===== config.mk =====
export PLATFORM = sky130hd
export DESIGN_NAME = decoder_grant_arbiter
export DESIGN_NICKNAME = d
export VERILOG_FILES = /design/src/rtl/decoder_grant_arbiter.sv
export SDC_FILE = /design/constraint.sdc
export NUM_CORES = 1
export LEC_CHECK = 0
export CAP_MARGIN = 20
export CORE_AREA = 2 2 86 47
export DETAILED_ROUTE_END_ITERATION = 12
export DIE_AREA = 0 0 88 49
export PLACE_DENSITY = 0.73
export RECOVER_POWER = 100
export SLEW_MARGIN = 20
export SYNTH_ARGS = -nofsm -noshare
export SYNTH_HDL_FRONTEND = slang
export SYNTH_SLANG_ARGS = --single-unit

===== constraint.sdc =====
create_clock -name clk -period 3.2 [get_ports clk]
set_input_delay 0.32 -clock clk [delete_from_list [all_inputs] [get_ports clk]]
set_output_delay 0.32 -clock clk [all_outputs]
set_load 0.01 [all_outputs]

===== src/rtl/decoder_grant_arbiter.sv =====
// decoder_grant_arbiter
//   Round-robin arbiter sharing one 3-to-8 enable-gated decoder among eight
//   requesters. A grant is held until its owner drops its request, and every
//   hand-over passes through one dead GAP cycle so the decoder outputs go
//   fully low between owners.
//
// Optional feature (macro ARB_TIMEOUT_EN):
//   defined   -> 8-bit hold counter, forced release after MAX_HOLD grant
//                cycles, one-cycle timeout pulse during the following GAP.
//   undefined -> no counter; a grant lasts while req[sel]=1; timeout tied 0.
//
// Parameters:
//   MAX_HOLD  maximum consecutive grant cycles per owner (1..255)
// Ports:
//   clk      in   rising-edge clock
//   rst      in   asynchronous active-high reset
//   req      in   [7:0] level-sensitive request lines, req[i] = requester i
//   sel      out  [2:0] decoder select (sel[2]=a MSB, sel[1]=b, sel[0]=c)
//   en       out  decoder enable, high only while a grant is active
//   gnt      out  [0:7] one-hot grant, gnt[i] = requester i owns the decoder
//   busy     out  high while in GRANT
//   timeout  out  one-cycle pulse in the GAP that follows a forced release
//
// Handshake: req[i] is a level; once granted, requester i owns the decoder
// for every cycle that en=1 and gnt[i]=1. Dropping req[i] (sampled at an
// edge) releases the grant at that edge. Request changes of other requesters
// during a grant are only seen at the next arbitration (IDLE or GAP).
// All outputs are registered; gnt always equals decode(sel) gated by en.

module decoder_grant_arbiter #(
  parameter int MAX_HOLD = 4
) (
  input  logic       clk,
  input  logic       rst,
  input  logic [7:0] req,
  output logic [2:0] sel,
  output logic       en,
  output logic [0:7] gnt,
  output logic       busy,
  output logic       timeout
);

  localparam logic [1:0] ST_IDLE  = 2'd0;
  localparam logic [1:0] ST_GRANT = 2'd1;
  localparam logic [1:0] ST_GAP   = 2'd2;

  // Elaboration-time guard on the hold limit.
  if (MAX_HOLD < 1 || MAX_HOLD > 255) begin : g_bad_max_hold
    $error("decoder_grant_arbiter: MAX_HOLD out of range 1..255");
  end

  logic [1:0] state;
  logic [2:0] ptr;

  // Rotating-priority scan starting at ptr; first requester found wins.
  logic       win_found;
  logic [2:0] win_idx;
  logic [2:0] cand;

  always_comb begin
    win_found = 1'b0;
    win_idx   = ptr;
    cand      = ptr;
    for (int off = 0; off < 8; off++) begin
      cand = ptr + off[2:0];
      if (!win_found && req[cand]) begin
        win_found = 1'b1;
        win_idx   = cand;
      end
    end
  end

  function automatic logic [0:7] decode(input logic [2:0] s);
    logic [0:7] d;
    d    = '0;
    d[s] = 1'b1;
    return d;
  endfunction

`ifdef ARB_TIMEOUT_EN
  localparam logic [7:0] HOLD_LAST = 8'(MAX_HOLD - 1);
  logic [7:0] hold_cnt;
  logic       hold_expired;
  // hold_cnt counts completed grant cycles minus one, so reaching
  // HOLD_LAST means en has now been high for MAX_HOLD cycles.
  assign hold_expired = (hold_cnt == HOLD_LAST);
`else
  logic hold_expired;
  assign hold_expired = 1'b0;
`endif

  always_ff @(posedge clk or posedge rst) begin
    if (rst) begin
      state    <= ST_IDLE;
      ptr      <= 3'd0;
      sel      <= 3'd0;
      en       <= 1'b0;
      gnt      <= '0;
      busy     <= 1'b0;
      timeout  <= 1'b0;
`ifdef ARB_TIMEOUT_EN
      hold_cnt <= 8'd0;
`endif
    end else begin
      timeout <= 1'b0;
      case (state)
        ST_IDLE, ST_GAP: begin
          if (win_found) begin
            state    <= ST_GRANT;
            sel      <= win_idx;
            en       <= 1'b1;
            gnt      <= decode(win_idx);
            busy     <= 1'b1;
`ifdef ARB_TIMEOUT_EN
            hold_cnt <= 8'd0;
`endif
          end else begin
            state <= ST_IDLE;
          end
        end
        ST_GRANT: begin
          // A voluntary release wins over a coincident timeout.
          if (!req[sel] || hold_expired) begin
            state   <= ST_GAP;
            en      <= 1'b0;
            gnt     <= '0;
            busy    <= 1'b0;
            ptr     <= sel + 3'd1;
            timeout <= req[sel];
          end
`ifdef ARB_TIMEOUT_EN
          else begin
            hold_cnt <= hold_cnt + 8'd1;
          end
`endif
        end
        default: begin
          state <= ST_IDLE;
          en    <= 1'b0;
          gnt   <= '0;
          busy  <= 1'b0;
        end
      endcase
    end
  end

endmodule


==> reports/qor.txt <==
Worst reg2reg endpoint: gnt[0]
CTS Buf Count: 3
Grt ovf: 0
Wire length per cell: 17.3 um
Worst hold path depth: 2
Via/cell ratio: 5.99
H-Tree Depth: 1
Syn nets: 173
Hold Crit Class: register to register
Ant. Diodes: 0
Core area: 3620 um2
Hold path startpoint: gnt[2]
Die Ht: 49 um
Worst r2r src: ptr[0]
Design Area, Final: 2110 um2
Rows: 16
Post-DRT Antenna Nets: 0
HPWL Detailed: 3230 um
Full die area: 4310 um2
Clock skew: 0.00569 ns
Root buffer cell: clkbuf_8
Flip-flop and latch area: 425 um2
Endpoint class of the critical path: register
EDFF count, synth: 0
DRT Wirelength: 4260 um
Final period util: 0.971
First-pass GRT wire length: 7290 um
Max-Cap Viols: 0
Ys async rst share: 1.00
Syn Inst Count: 160
Final worst setup slack: 0.0933 ns
Final setup violating endpoints: 0
Port-buffer cells: 22
Total track usage: 0.218
Unrepaired setup endpoints after global routing: yes
Slew headroom: 0.576
Initial core utilization: 0.459
Register area share after synthesis: 0.256
Area of the multi-input gates: 1190 um2
Register bit total from synthesis: 17
Share of layout cells above drive strength 1: 0.269
Synth warn: 0
Fmax: 322 MHz
Vias: 1,480
Setup crit start kind: register
Clk sink count: 17
Critical path peak fanout: 8
Worst-Margin Slew: 0.635 ns
Worst setup path class: register to register
Commonest cells after routing, fill and taps aside: nand2_1, dfrtp_1, dlygate4sd3_1, buf_4, mux4_2
Clk slew on worst S/H paths: 0.07 ns
Fillers: 315
Total I/O pin count: 24
Worst R2R Setup Slack: 0.09 ns
Largest net degree at the start of global routing: 18
Status: complete, no violations
Dpl ws: -0.0710 ns
Initial antenna violation count: 0
Hold EP: gnt[2]
Worst reg-to-reg path cell count: 10
Clock Latency Late Sink: 0.26 ns
CP Data Required Time: 3.36 ns
Router iterations before antenna repair: 4
Area grow syn2layout: 26.8%
Clk buf depth: 2
Final nets: 207
Avg Cell Area, Syn: 10.4 um2
Setup crit start: ptr[0]
Synth cell types: 46
Tmin final: 3.11 ns
Gpl congestion: 0.903
Ys flop type: dfrtp_1
Final Max Tran Viols: 0
# DRC: 0
Final hold vios: 0
Cell area after synthesis: 1660 um2
Vias in the first global route: 1,444
Cts hold-fix bufs: 0
Data arrival, critical path: 3.26 ns
Die width: 88 um
Placed cell area: 2000 um2
CTS tree: yes
Initial DRC count: 168
## sequential cells by signal, summed over array words and instances, names as in the netlist
name   cells
busy       1
gnt        8
ptr        3
sel        3
state      2
## per-layer routing
layer  track usage  part of all wire
met5             0                 0
met4        0.0410             0.013
met3        0.0440             0.064
met2         0.304              0.44
met1         0.348              0.48
## cell type report
class / count / share of cell area
timing repair buffer: 38 / 0.162
inverter: 10 / 0.0178
tap: 54 / 0.0321
clock inverter: 1 / 0.00238
multi-input combinational: 124 / 0.565
clock buffer: 3 / 0.0196
sequential: 17 / 0.202
## stage by stage
stage | hold slack, ns | util | cells | TNS [ns]
final | 0.472 | 0.581 | 247 | 0
after floorplan | 0.246 | - | 160 | 0
after global routing | 0.510 | 0.581 | 247 | -0.0336
after CTS | 0.466 | 0.567 | 245 | 0
after detailed placement | 0.468 | 0.552 | 240 | -0.127
after global placement | 0.469 | 0.552 | 240 | -0.0179
## what timing repair did
action | 4_1_cts | 5_1_grt
setup buffers | 1 | 2
setup endpoints to repair | 1 | 11
pin swaps | 1 | 3
resized for setup | 0 | 8
## cells by family after synthesis
logic type / after synthesis / synth area share
other: 1 / 0.00226
AO/OA/AOI/OAI: 40 / 0.185
adder cells (fa/ha/maj): 3 / 0.0226
multiplexers: 30 / 0.303
AND/OR/NAND/NOR: 45 / 0.144
buffers and inverters: 19 / 0.0610
XOR/XNOR: 5 / 0.0264
flip-flops: 17 / 0.256
## how the worst max path moves through the flow
stage | end | slack [ns] | cells past startpoint
floorplan | gnt[0] | 0.01 | 12
global placement | gnt[1] | -0.02 | 9
detailed placement | gnt[0] | -0.07 | 9
CTS | gnt[0] | 0.02 | 10
global route | gnt[0] | -0.01 | 10
finish | gnt[0] | 0.09 | 10
## critical path, cell delays in order, from the launching register on
cell and delay [ns]:
dfrtp_1 0.36, inv_2 0.06, ha_4 0.31, mux2_2 0.35
mux4_2 0.52, o32ai_4 0.26, buf_6 0.17, o211ai_2 0.09
a211o_1 0.34, a21o_1 0.24, o31ai_1 0.29
## cells in the mapped netlist (all sizes together) (3+ instances only)
library cell  count  area share
a21oi             7       0.021
and2              5       0.019
buf               9       0.038
dfrtp            17        0.26
ha                3       0.023
inv              10       0.023
mux2              7       0.047
mux2i             9       0.056
mux4             14        0.20
nand2            17       0.038
nand3             3      0.0090
nand4             4       0.015
nor2              4      0.0090
nor2b             4       0.015
o211ai            4       0.021
o21ai             7       0.021
o31ai             8       0.036
xor2              3       0.016
Power is not shown: default switching activity piles up to over one toggle a cycle in this logic, so the estimate is an artifact.
